<file path="config.mk">
export PLATFORM = sky130hd
export DESIGN_NAME = bird_motion_ctrl_flat
export DESIGN_NICKNAME = d
export VERILOG_FILES = /design/src/rtl/bird_pkg.sv /design/src/rtl/bird_if.sv /design/src/rtl/phys_tick_gen.sv /design/src/rtl/bird_motion_ctrl.sv /design/src/flat_wrapper.sv
export SDC_FILE = /design/constraint.sdc
export NUM_CORES = 1
export LEC_CHECK = 0
export BUFFER_PORTS_ARGS = -buffer_cell sky130_fd_sc_hd__buf_2
export CORE_MARGIN = 8
export CORE_UTILIZATION = 50
export CTS_CLUSTER_SIZE = 30
export DETAILED_ROUTE_END_ITERATION = 6
export PLACE_DENSITY_LB_ADDON = 0.2
export SKIP_CTS_REPAIR_TIMING = 1
export SYNTH_ARGS = -nofsm -noshare
export SYNTH_HDL_FRONTEND = slang
export SYNTH_SLANG_ARGS = --single-unit
</file>
<file path="constraint.sdc">
create_clock -name clk -period 9.9 [get_ports clk]
set_input_delay 0.495 -clock clk [delete_from_list [all_inputs] [get_ports clk]]
set_output_delay 0.495 -clock clk [all_outputs]
set_load 0.05 [all_outputs]
</file>
<file path="src/rtl/bird_pkg.sv">
// Shared definitions for the bird physics engine: state encoding, screen
// geometry and default physics constants.
package bird_pkg;

    typedef logic [1:0] state_t;

    localparam state_t ST_IDLE = 2'd0;
    localparam state_t ST_PLAY = 2'd1;
    localparam state_t ST_FALL = 2'd2;
    localparam state_t ST_OVER = 2'd3;

    localparam int SCREEN_H    = 480;
    localparam int BIRD_SIZE   = 32;
    localparam int FLOOR_Y_DEF = SCREEN_H - BIRD_SIZE;

    localparam int Y_W_DEF      = 10;
    localparam int FRAC_DEF     = 2;
    localparam int V_W_DEF      = 10;
    localparam int TICK_DIV_DEF = 1048576;
    localparam int START_Y_DEF  = 200;
    localparam int CEIL_Y_DEF   = 0;
    localparam int GRAVITY_DEF  = 8;
    localparam int FLAP_VEL_DEF = -40;
    localparam int MAX_FALL_DEF = 20;

    function automatic logic is_alive(input state_t s);
        return (s == ST_PLAY);
    endfunction

endpackage

</file>
<file path="src/rtl/bird_if.sv">
// Bundle between the bird engine, the button/collision inputs and the
// renderer/score consumers.
interface bird_if import bird_pkg::*; #(
    parameter int Y_W = Y_W_DEF,
    parameter int V_W = V_W_DEF
);
    logic                  flap_btn;
    logic                  hit;
    logic [Y_W-1:0]        bird_y;
    logic signed [V_W-1:0] velocity;
    logic                  alive;
    state_t                state;
    logic                  tick;
    logic                  game_over;

    modport master (
        output flap_btn, hit,
        input  bird_y, velocity, alive, state, tick, game_over
    );

    modport slave (
        input  flap_btn, hit,
        output bird_y, velocity, alive, state, tick, game_over
    );
endinterface

</file>
<file path="src/rtl/phys_tick_gen.sv">
// Free-running divider; tick is a registered pulse aligned with the last
// count of each period (count == TICK_DIV-1).
module phys_tick_gen #(
    parameter int TICK_DIV = 1048576
) (
    input  logic clk,
    input  logic reset,
    output logic tick
);
    localparam int CNT_W = $clog2(TICK_DIV);
    localparam logic [CNT_W-1:0] LAST = CNT_W'(TICK_DIV - 1);
    localparam logic [CNT_W-1:0] PRE  = CNT_W'(TICK_DIV - 2);

    logic [CNT_W-1:0] cnt_r;
    logic             tick_r;

    // Period counter; tick is raised one count early so it lines up with LAST.
    always_ff @(posedge clk) begin
        if (reset) begin
            cnt_r  <= {CNT_W{1'b0}};
            tick_r <= 1'b0;
        end else begin
            if (cnt_r == LAST) begin
                cnt_r <= {CNT_W{1'b0}};
            end else begin
                cnt_r <= cnt_r + CNT_W'(1);
            end
            tick_r <= (cnt_r == PRE);
        end
    end

    assign tick = tick_r;
endmodule

</file>
<file path="src/rtl/bird_motion_ctrl.sv">
// Bird physics engine: fixed-point position/velocity with a four-state game
// FSM, latched flap/hit events and updates only on physics ticks.
module bird_motion_ctrl import bird_pkg::*; #(
    parameter int Y_W      = Y_W_DEF,
    parameter int FRAC     = FRAC_DEF,
    parameter int V_W      = V_W_DEF,
    parameter int TICK_DIV = TICK_DIV_DEF,
    parameter int START_Y  = START_Y_DEF,
    parameter int CEIL_Y   = CEIL_Y_DEF,
    parameter int FLOOR_Y  = FLOOR_Y_DEF,
    parameter int GRAVITY  = GRAVITY_DEF,
    parameter int FLAP_VEL = FLAP_VEL_DEF,
    parameter int MAX_FALL = MAX_FALL_DEF
) (
    input  logic   clk,
    input  logic   reset,
    bird_if.slave  bus
);
    localparam int P_W = Y_W + FRAC;
    localparam int S_W = Y_W + FRAC + 2;
    localparam logic signed [S_W-1:0] FLOOR_S = S_W'(FLOOR_Y << FRAC);
    localparam logic signed [S_W-1:0] CEIL_S  = S_W'(CEIL_Y << FRAC);
    localparam logic [P_W-1:0]        START_P = P_W'(START_Y << FRAC);
    localparam logic signed [V_W-1:0] FLAP_V  = V_W'(FLAP_VEL);
    localparam logic signed [V_W-1:0] MAXF_V  = V_W'(MAX_FALL);
    localparam logic signed [V_W:0]   MAXF_W  = (V_W+1)'(MAX_FALL);
    localparam logic signed [V_W:0]   GRAV_W  = (V_W+1)'(GRAVITY);

    logic                  tick_s;
    logic [P_W-1:0]        pos_r, pos_n_s;
    logic signed [V_W-1:0] vel_r, vel_n_s;
    state_t                state_r, state_n_s;
    logic                  alive_r, game_over_r, go_s;
    logic                  flap_prev_r, flap_pend_r, hit_pend_r;
    logic                  flap_edge_s, flap_now_s, hit_set_s, hit_now_s;
    logic signed [V_W:0]   v_sum_s;
    logic signed [V_W-1:0] v_grav_s, v_play_s;
    logic signed [S_W-1:0] y_grav_s, y_play_s;

    phys_tick_gen #(.TICK_DIV(TICK_DIV)) u_tick (
        .clk   (clk),
        .reset (reset),
        .tick  (tick_s)
    );

    function automatic logic [P_W-1:0] clamp_pos(input logic signed [S_W-1:0] y);
        logic [P_W-1:0] r;
        if (y >= FLOOR_S) begin
            r = FLOOR_S[P_W-1:0];
        end else if (y <= CEIL_S) begin
            r = CEIL_S[P_W-1:0];
        end else begin
            r = y[P_W-1:0];
        end
        return r;
    endfunction

    // An edge on the update cycle itself is honoured by that update.
    assign flap_edge_s = bus.flap_btn & ~flap_prev_r;
    assign flap_now_s  = flap_pend_r | flap_edge_s;
    assign hit_set_s   = bus.hit & (state_r == ST_PLAY);
    assign hit_now_s   = hit_pend_r | hit_set_s;

    // Candidate velocities and positions, gravity-only and flap-aware.
    always_comb begin
        v_sum_s = $signed({vel_r[V_W-1], vel_r}) + GRAV_W;
        if (v_sum_s > MAXF_W) begin
            v_grav_s = MAXF_V;
        end else begin
            v_grav_s = v_sum_s[V_W-1:0];
        end
        if (flap_now_s) begin
            v_play_s = FLAP_V;
        end else begin
            v_play_s = v_grav_s;
        end
        y_grav_s = $signed({2'b00, pos_r}) + $signed({{(S_W-V_W){v_grav_s[V_W-1]}}, v_grav_s});
        y_play_s = $signed({2'b00, pos_r}) + $signed({{(S_W-V_W){v_play_s[V_W-1]}}, v_play_s});
    end

    // Game FSM and physics next-state, evaluated only on tick cycles.
    always_comb begin
        state_n_s = state_r;
        pos_n_s   = pos_r;
        vel_n_s   = vel_r;
        go_s      = 1'b0;
        if (tick_s) begin
            case (state_r)
                ST_IDLE: begin
                    if (flap_now_s) begin
                        state_n_s = ST_PLAY;
                        vel_n_s   = FLAP_V;
                        pos_n_s   = clamp_pos(y_play_s);
                    end else begin
                        state_n_s = ST_IDLE;
                    end
                end
                ST_PLAY: begin
                    if (hit_now_s) begin
                        state_n_s = ST_FALL;
                        vel_n_s   = v_grav_s;
                        pos_n_s   = clamp_pos(y_grav_s);
                    end else if (y_play_s >= FLOOR_S) begin
                        state_n_s = ST_OVER;
                        vel_n_s   = {V_W{1'b0}};
                        pos_n_s   = FLOOR_S[P_W-1:0];
                        go_s      = 1'b1;
                    end else if (y_play_s <= CEIL_S) begin
                        state_n_s = ST_FALL;
                        vel_n_s   = {V_W{1'b0}};
                        pos_n_s   = CEIL_S[P_W-1:0];
                    end else begin
                        vel_n_s   = v_play_s;
                        pos_n_s   = y_play_s[P_W-1:0];
                    end
                end
                ST_FALL: begin
                    if (y_grav_s >= FLOOR_S) begin
                        state_n_s = ST_OVER;
                        vel_n_s   = {V_W{1'b0}};
                        pos_n_s   = FLOOR_S[P_W-1:0];
                        go_s      = 1'b1;
                    end else begin
                        vel_n_s   = v_grav_s;
                        pos_n_s   = clamp_pos(y_grav_s);
                    end
                end
                ST_OVER: begin
                    if (flap_now_s) begin
                        state_n_s = ST_IDLE;
                        vel_n_s   = {V_W{1'b0}};
                        pos_n_s   = START_P;
                    end else begin
                        state_n_s = ST_OVER;
                    end
                end
                default: begin
                    state_n_s = ST_IDLE;
                    vel_n_s   = {V_W{1'b0}};
                    pos_n_s   = START_P;
                end
            endcase
        end else begin
            state_n_s = state_r;
        end
    end

    // State registers plus the flap/hit latches, which clear on every update.
    always_ff @(posedge clk) begin
        if (reset) begin
            pos_r       <= START_P;
            vel_r       <= {V_W{1'b0}};
            state_r     <= ST_IDLE;
            alive_r     <= 1'b0;
            game_over_r <= 1'b0;
            flap_prev_r <= 1'b0;
            flap_pend_r <= 1'b0;
            hit_pend_r  <= 1'b0;
        end else begin
            pos_r       <= pos_n_s;
            vel_r       <= vel_n_s;
            state_r     <= state_n_s;
            alive_r     <= is_alive(state_n_s);
            game_over_r <= go_s;
            flap_prev_r <= bus.flap_btn;
            flap_pend_r <= tick_s ? 1'b0 : (flap_pend_r | flap_edge_s);
            hit_pend_r  <= tick_s ? 1'b0 : (hit_pend_r | hit_set_s);
        end
    end

    assign bus.bird_y    = pos_r[P_W-1:FRAC];
    assign bus.velocity  = vel_r;
    assign bus.alive     = alive_r;
    assign bus.state     = state_r;
    assign bus.tick      = tick_s;
    assign bus.game_over = game_over_r;
endmodule

</file>
<file path="src/flat_wrapper.sv">
// flat-port wrapper written by rule: the top's interface ports become plain ports
module bird_motion_ctrl_flat import bird_pkg::*;
#(
    parameter int Y_W      = Y_W_DEF,
    parameter int FRAC     = FRAC_DEF,
    parameter int V_W      = V_W_DEF,
    parameter int TICK_DIV = TICK_DIV_DEF,
    parameter int START_Y  = START_Y_DEF,
    parameter int CEIL_Y   = CEIL_Y_DEF,
    parameter int FLOOR_Y  = FLOOR_Y_DEF,
    parameter int GRAVITY  = GRAVITY_DEF,
    parameter int FLAP_VEL = FLAP_VEL_DEF,
    parameter int MAX_FALL = MAX_FALL_DEF
)
  (clk, reset, bus_flap_btn, bus_hit, bus_bird_y, bus_velocity, bus_alive, bus_state, bus_tick, bus_game_over);
  bird_if #(.Y_W(Y_W), .V_W(V_W)) bus_i ();
  input  logic clk;
  input  logic reset;
  input wire logic [$bits(bus_i.flap_btn)-1:0] bus_flap_btn;
  input wire logic [$bits(bus_i.hit)-1:0] bus_hit;
  output wire logic [$bits(bus_i.bird_y)-1:0] bus_bird_y;
  output wire logic [$bits(bus_i.velocity)-1:0] bus_velocity;
  output wire logic [$bits(bus_i.alive)-1:0] bus_alive;
  output wire logic [$bits(bus_i.state)-1:0] bus_state;
  output wire logic [$bits(bus_i.tick)-1:0] bus_tick;
  output wire logic [$bits(bus_i.game_over)-1:0] bus_game_over;
  assign bus_i.flap_btn = bus_flap_btn;
  assign bus_i.hit = bus_hit;
  assign bus_bird_y = bus_i.bird_y;
  assign bus_velocity = bus_i.velocity;
  assign bus_alive = bus_i.alive;
  assign bus_state = bus_i.state;
  assign bus_tick = bus_i.tick;
  assign bus_game_over = bus_i.game_over;
  bird_motion_ctrl #(.Y_W(Y_W), .FRAC(FRAC), .V_W(V_W), .TICK_DIV(TICK_DIV), .START_Y(START_Y), .CEIL_Y(CEIL_Y), .FLOOR_Y(FLOOR_Y), .GRAVITY(GRAVITY), .FLAP_VEL(FLAP_VEL), .MAX_FALL(MAX_FALL)) u_core (.clk(clk), .reset(reset), .bus(bus_i));
endmodule
</file>
=== After elaboration in Yosys (flattened, before gate mapping) ===
Index checks and enable logic that the tools add are counted.

* Flip-flop bits (word level): 50
* Input bits: 4
* Output and inout port bits: 25
* Word-level logic and storage cells: 67

* $add $sub $neg: 4
* Magnitude comparators: 5
* Equal/unequal tests: 8
* Mux-type cells: 29
* Bitwise logic cells: 6
* Reduce and logical (&&, ||, !) cells: 5

{| class="wikitable"
|+ Operators by type and width
! cell !! number
|-
| $mux 12 || 7
|-
| $mux 10 || 8
|-
| $pmux 12 s4 || 1
|-
| $eq 20x20->1 const B || 2
|-
| $pmux 10 s4 || 1
|-
| $add 13x10->14 || 2
|-
| $ge 14x12->1 const B || 2
|-
| $le 14x1->1 const B || 2
|-
| $add 20x1->20 const B || 1
|-
| $mux 2 || 6
|-
| $add 10x5->11 const B || 1
|-
| $gt 11x6->1 const B || 1
|-
| $pmux 2 s4 || 1
|-
| $reduce_or 2->1 || 3
|-
| $eq 2x1->1 const B || 2
|-
| $eq 2x2->1 const B || 2
|-
| $mux 1 || 4
|-
| $ne 2x1->1 const B || 2
|-
| $reduce_and 3->1 || 1
|-
| $and 1x1->1 || 2
|-
| $logic_not 2->1 || 1
|-
| $not 1->1 || 2
|-
| $or 1x1->1 || 2
|-
| $pmux 1 s2 || 1
|}

=== Longest topological paths before layout ===
Gate-level depths: netlist of the first run.

* Depth after elaboration: 12
* Gate-level depth with buffers: 22
* Depth with buffers taken out: 20

=== Hierarchy ===
A second synthesis of the first run with hierarchy kept.

* Cell total of the unflattened synthesis: 574
* Area total of the unflattened synthesis: 4469.3 um^2

{| class="wikitable"
|+ Modules (own cells, without submodules)
! module !! times used !! cells each !! area an instance (um^2) !! sequential area each (um^2)
|-
| bird_motion_ctrl || 1 || 470 || 3530.9 || 580.6
|-
| phys_tick_gen || 1 || 104 || 938.4 || 420.4
|}

=== Worst setup path after synthesis of the first run ===
No wires, ideal clock.

* Path type: register to register
* Start point: register u_core.vel_r[3] (netlist: u_core.bus.velocity[3])
* End point: register u_core.vel_r[3] (netlist: u_core.bus.velocity[3])
* Arrival: 4.984 ns
* Required time: 9.800 ns
* Setup slack: 4.817 ns
* Cell stages (with the launch flop): 21
* Cell sequence: dfxtp_1 buf_4 inv_1 ha_1 inv_1 a31oi_1 nor2_1 a31oi_1 o21ai_0 ha_1 buf_2 a21o_1 a21o_1 a21o_1 a221oi_1 o21ai_1 a2111oi_4 o21ai_2 a211oi_4 a211oi_4 a2111oi_4

* Word-level cells in the longest chain between the ends: 10
* Elaborated cells on any way between the ends: 14
* Those cells by class: add/sub (3); order compare (4); mux (7)

{| class="wikitable"
|+ RTL lines
! what !! line !! RTL
|-
| from (decl) || bird_motion_ctrl.sv:31 || <nowiki>logic signed [V_W-1:0] vel_r, vel_n_s;</nowiki>
|-
| from (signal assigned) || bird_motion_ctrl.sv:152 || <nowiki>vel_r <= {V_W{1'b0}};</nowiki>
|-
| from (signal assigned) || bird_motion_ctrl.sv:161 || <nowiki>vel_r <= vel_n_s;</nowiki>
|-
| $add 10x5->11 (*) || bird_motion_ctrl.sv:66 || <nowiki>v_sum_s = $signed({vel_r[V_W-1], vel_r}) + GRAV_W;</nowiki>
|-
| $gt 11x6->1 || bird_motion_ctrl.sv:67 || <nowiki>if (v_sum_s > MAXF_W) begin</nowiki>
|-
| $mux 10 (*) || bird_motion_ctrl.sv:67 ||
|-
| $mux 10 || bird_motion_ctrl.sv:72 || <nowiki>if (flap_now_s) begin</nowiki>
|-
| $add 13x10->14 || bird_motion_ctrl.sv:78 || <nowiki>y_play_s = $signed({2'b00, pos_r}) + $signed({{(S_W-V_W){v_play_s[V_W-1]}}, v_play_s});</nowiki>
|-
| $le 14x1->1 || bird_motion_ctrl.sv:108 || <nowiki>end else if (y_play_s <= CEIL_S) begin</nowiki>
|-
| $mux 10 || bird_motion_ctrl.sv:108 ||
|-
| $mux 10 || bird_motion_ctrl.sv:103 || <nowiki>end else if (y_play_s >= FLOOR_S) begin</nowiki>
|-
| $mux 10 || bird_motion_ctrl.sv:99 || <nowiki>if (hit_now_s) begin</nowiki>
|-
| $pmux 10 s4 (*) || bird_motion_ctrl.sv:88 || <nowiki>case (state_r)</nowiki>
|}

Every way passes the cells marked *; elsewhere a longest branch is shown, timed or not.
A chain may end at the register's enable or synchronous reset.

=== Worst setup path in the final report of the first run ===
Ends and elaborated chain as after synthesis.

==> impl_metrics.toml, run 1 <==
[status]
outcome = "completed"

[setup_path]
startpoint_type = "flop"
crit_chain = "inv_1, ha_1, inv_1, a31oi_1, nor2_1, a31oi_1, o21ai_0, ha_1, a21o_1, a21o_1, a21o_1, a221oi_1, o21ai_1, a2111oi_4, o21ai_2, a211oi_4, a211oi_4, a2111oi_4"
critical_path.most_common_cell = "a21o_1"
critPathMaxStageDelay_ns = 0.79
critPathBufInv = 2
critical_path.max_fanout = 19
worstSetupEndpointType = "flop"
critical_path_class = "flop to flop"
cp_top_family = "compound AO/OA/AOI/OAI gates"
required_ns = 10.12
cp_data_arrival_time_ns = 5.99
critPathSlowestCell = "a211oi_4"

[routing]
initialDrtViolationCount = 483
wire_per_inst_um = 17.88
detail-route-antenna-nets = 0
drt_wl_total_mm = 12.57
vias = 4329
drc = 0
viasPerCell = 6.158
first_pass_iters = 5

[synth]
synth-edff-count = 0
yosys.area.top_type = "dfxtp_1"
netlist.area_leader.share_pct = 21.54
synth_flop_cell = "dfxtp_1"
synth_area_um2 = 4647
ys_seq_area_share_pct = 21.54
syn_inst = 588
ys_types = 83
synth_common_cells = "nor2_1 (64), dfxtp_1 (50), nand2_1 (39), ha_1 (36), a21oi_1 (33)"
synthesis.nets = 629
yosys-top-cells-area = "dfxtp_1 (22%), ha_1 (9.7%), nor2_1 (5.2%)"
async_flop_share_pct = 0
ys_warn_count = 0
synth.most_common_cell = "nor2_1"
synth_seq_cells = 50
syn_avg_cell_area_um2 = 7.903

[timing]
fin_crit_ns = 5.779
slew_viol_final = 0
slew_headroom_pct = 39.43
hold_ws_ns = 0.4443
tightest_slew_ns = 0.9057
setup_tns_ns = 0
rsz0062_at_grt = "false"
setup_ws_ns = 4.121
fmax_mhz = 173.0
final-hold-violation-count = 0
finalCritPeriodShare_pct = 58.38
clock_skew_ns = 0.003616
report.final.setup_viol = 0

[pwr]
vdd_ir_drop_max_uv = 62.06
power_per_cell_area_nw_per_um2 = 79.69
p_leak_nw = 2.005
finalPower_mw = 0.3838

[floorplan]
num_io_pins = 29
rows = 35
start_util_pct = 51.02
die_area_um2 = 12630
core_area_um2 = 9109
die_h_um = 112.4
die_w_um = 112.4

[clock_tree]
clk_pin_slew_worst_paths_ns = 0.10
cts_root_buf = "clkbuf_8"
cts_tree = "built"
cts_num_sinks = 50
worstSkewPairLatency_ns = 0.31
cts_buffers = 5
cts_buffer_depth = 2
cts_max_level = 2

[placement]
place.gp.congestion = 0.9499
pre_cts_ws_ns = 4.224
placed_area_um2 = 4726
dp.cells = 695
io_buffer_count = 28
hpwl_mm = 9.814

[cells_and_area]
post-route-util_pct = 52.87
fin_area_um2 = 4816
diodes = 0
area.growth.synth_to_final_pct = 3.635
finalNonFillerCells = 703
layout.nets = 632
drive_above_1_share_pct = 12.16

[global_routing]
grt_max_degree = 36
track_usage_pct = 20.13
grt_overflow = 0
antenna_found_initial = 0
grt_first_pass_wirelength_mm = 21.18
grt_pass1_vias = 4174

[min_path]
worstHoldPathType = "input pin to flop"

[flow_run]
maxCapViolations = 0
layout by cell type, fill, tap and decap left out, types with 6 or more instances in the layout:
master / synthesis / routed
and2_1: 12 / 12
nand2_1: 39 / 39
a21o_1: 18 / 18
xnor2_1: 15 / 15
a21oi_1: 33 / 33
xor2_1: 22 / 22
buf_2: 4 / 28
or3_1: 8 / 8
nor2_1: 64 / 64
ha_1: 36 / 36
nand3_1: 20 / 20
nand4_1: 11 / 11
o21ai_0: 32 / 32
o21ai_1: 8 / 8
nand2b_1: 6 / 6
a31oi_1: 16 / 16
nor2b_1: 7 / 7
and3_1: 6 / 6
nor3_1: 26 / 26
dfxtp_1: 50 / 50
a211oi_1: 9 / 9
inv_1: 22 / 22
tightest hold or removal path: stages:
cell and delay, ns:
buf_2 0.07, inv_1 0.06, nor2_1 0.09
cell families (layout without fill, tap and decap cells):
group | after synthesis | after routing | share of synthesized area [%]
buffers and inverters | 56 | 60 | 6.327
XOR/XNOR | 37 | 37 | 6.974
adder cells (fa/ha/maj) | 37 | 37 | 10.12
AO/OA/AOI/OAI | 175 | 175 | 27.57
multiplexers | 3 | 3 | 0.6731
flip-flops | 50 | 50 | 21.54
AND/OR/NAND/NOR | 230 | 230 | 26.79
routing by layer:
layer	part of all wire (%)	vias to the layer above	GRT usage [%]
met3	4.5	20	3.113
met2	46	122	32.56
met5	0	-	0
met4	1.5	0	4.856
li1	-	2154	-
met1	48	2033	27.30
final timing paths:
path / from / to / slack, ns / cells past startpoint
min: bus_flap_btn / u_core.flap_prev_r$_SDFF_PP0_ / 0.44 / 3
max: u_core.bus.velocity[3]$_SDFFE_PP0P_ / u_core.bus.velocity[3]$_SDFFE_PP0P_ / 4.12 / 18
min reg2reg: u_core.u_tick.cnt_r[0]$_SDFF_PP0_ / u_core.u_tick.cnt_r[0]$_SDFF_PP0_ / 0.49 / 1
max reg2reg: u_core.bus.velocity[3]$_SDFFE_PP0P_ / u_core.bus.velocity[3]$_SDFFE_PP0P_ / 4.12 / 18
state kept, by name (all words and copies together) (netlist names):
name,flops
u_core.u_tick.cnt_r,20
u_core.pos_r,12
u_core.bus.velocity,10
u_core.bus.state,2
u_core.bus.alive,1
u_core.bus.game_over,1
u_core.flap_pend_r,1
u_core.flap_prev_r,1
u_core.hit_pend_r,1
u_core.u_tick.tick,1
final cells by class:
type                       instances  area [um2]
multi-input combinational        482        3352
timing repair buffer              29       147.6
clock buffer                       5       68.82
sequential                        50        1001
tap                              111       138.9
fill                             889        4293
inverter                          23       86.33
clock inverter                     3       21.27
report_power, final:
part	total [mW]	switching, mW	internal, mW
logic	0.0573	0.0376	0.0197
registers	0.204	0.00133	0.203
clock network	0.123	0.0728	0.0498
Power figures use the tool's default switching activity.
==> run 2: changes to the inputs <==
Clock period 9.9 ns to 5.6 ns, I/O delays scaled along.
==> run 2 against run 1 <==
Effect of this change:
- register-to-register slack lost 3.8 ns
- via count rose by 2.1%
- largest cell class unchanged
- first-iteration DRC count fell by 14%
- clock skew up 0.0044 ns
- highest routed layer unchanged
- die area unchanged
==> impl_metrics.toml, run 2 (synthesized netlist as in run 1, its figures left out) <==
[cells_and_area]
drive_above_1_share_pct = 13.64
area.growth.synth_to_final_pct = 5.654
fin_area_um2 = 4910
finalNonFillerCells = 712
nFillCells = 871
largest_reg_flops = 20
layout.nets = 641
regMostFlops = "u_core.u_tick.cnt_r"
layout_common_cells = "nor2_1 (64), dfxtp_1 (50), nand2_1 (39)"
layout_commonest_cell = "nor2_1"
diodes = 0

[pwr]
power_per_cell_area_nw_per_um2 = 148.0
vdd_ir_drop_max_uv = 148.4
p_leak_nw = 2.067

[floorplan]
core_area_um2 = 9109
die_w_um = 112.4
num_io_pins = 29
die_h_um = 112.4
die_area_um2 = 12630
rows = 35
start_util_pct = 51.02

[global_routing]
grt_pass1_vias = 4060
grt_max_degree = 36
track_usage_pct = 19.07
grt_overflow = 0
antenna_found_initial = 0
grt_first_pass_wirelength_mm = 19.98

[clock_tree]
cts_max_level = 2
cts_buffers = 5
clk_pin_slew_worst_paths_ns = 0.10
cts_tree = "built"
worstSkewPairLatency_ns = 0.31
cts_root_buf = "clkbuf_8"
cts_num_sinks = 50
cts_buffer_depth = 2

[routing]
vias = 4420
initialDrtViolationCount = 417
viasPerCell = 6.208
drt_wl_total_mm = 12.47
drc = 0
detail-route-antenna-nets = 0
wire_per_inst_um = 17.52
first_pass_iters = 4

[setup_path]
startpoint_type = "flop"
critical_path_class = "flop to flop"
cp_data_arrival_time_ns = 5.43
critPathSlowestCell = "or4_4"
crit_chain = "ha_1, or4_4, nand3_2, a31oi_1, buf_4, nor2_1, nor2_1, ha_1, nand3_1, nor2_2, or3_1, a21oi_1, a221o_1, a311oi_4, and4_1, a211oi_4, buf_4, a211oi_4, nor4_2"
worstSetupEndpointType = "flop"
required_ns = 5.78
critical_path.max_fanout = 11
critPathMaxStageDelay_ns = 0.56

[timing]
final-hold-violation-count = 0
fin_crit_ns = 5.251
report.final.setup_viol = 0
setup_tns_ns = 0
slew_viol_final = 0
slew_headroom_pct = 48.14
tightest_slew_ns = 0.7779
finalCritPeriodShare_pct = 93.77
fmax_mhz = 190.4
clock_skew_ns = 0.008031
rsz0062_at_grt = "false"
setup_ws_ns = 0.3491

[placement]
hpwl_mm = 9.760
pre_cts_ws_ns = 0.4220
io_buffer_count = 28
dp.cells = 702
place.gp.congestion = 0.8938
placed_area_um2 = 4778

[flow_run]
maxCapViolations = 0

[min_path]
worstHoldPathType = "input pin to flop"

[status]
outcome = "completed"
[run 2: cell types whose count changed in the layout (fill, tap and decap cells not counted), sizes merged]
cell	change
bufinv	+1
buf	+9
inv	+1
clkinvlp	-1
clkinv	-1
[run 2: layout make-up]
class	instances	area, um2	area share (%)
clock buffer	5	68.82	1.402
sequential	50	1001	20.39
multi-input combinational	482	3356	68.35
timing repair buffer	38	215.2	4.383
clock inverter	3	43.79	0.8919
tap	111	138.9	2.829
inverter	23	86.33	1.758
[run 2: report_power, final]
group          leakage (nW)  switching [mW]  total (mW)  internal (mW)
Sequential            0.404         0.00226       0.360          0.358
Clock                0.0585           0.129       0.263          0.134
Combinational          1.60          0.0658       0.104         0.0381
[run 2: per-stage QoR]
stage / hold slack (ns) / utilization [%] / total power, mW
2_1_floorplan: 0.4399 / - / 0.4501
3_3_place_gp: 0.4565 / 52.46 / 0.4661
3_5_place_dp: 0.4825 / 52.46 / 0.4685
4_1_cts: 0.2238 / 53.70 / 0.7262
5_1_grt: 0.2432 / 53.90 / 0.7514
6_report: 0.2183 / 53.90 / 0.7268
[run 2: worst max-delay path, delay by kind of cell, from the launching register on]
| kind | cells | cell delay (ns) |
|---|---|---|
| buf+inv | 2 | 0.38 |
| simple gates | 9 | 2.18 |
| compound gates | 6 | 1.28 |
| fa+ha+maj | 2 | 0.83 |
| flops | 1 | 0.42 |
[run 2: path summary, 6_finish.rpt]
path | startpoint | depth (start not counted) | slack, ns | end
setup / recovery | u_core.bus.velocity[3]$_SDFFE_PP0P_ | 19 | 0.35 | u_core.bus.velocity[6]$_SDFFE_PP0P_
hold / removal | bus_flap_btn | 3 | 0.22 | u_core.flap_prev_r$_SDFF_PP0_
setup reg to reg | u_core.bus.velocity[3]$_SDFFE_PP0P_ | 19 | 0.35 | u_core.bus.velocity[6]$_SDFFE_PP0P_
hold reg to reg | u_core.u_tick.cnt_r[13]$_SDFF_PP0_ | 2 | 0.50 | u_core.u_tick.cnt_r[13]$_SDFF_PP0_
[run 2: metal layers]
metal  wire (um)  GRT usage [%]  vias to the layer above
li1            -              -                     2174
met1        5510          23.72                     2095
met2        5854          32.12                      131
met3         818          4.133                       20
met4         291          5.845                        0
met5           0              0                        -
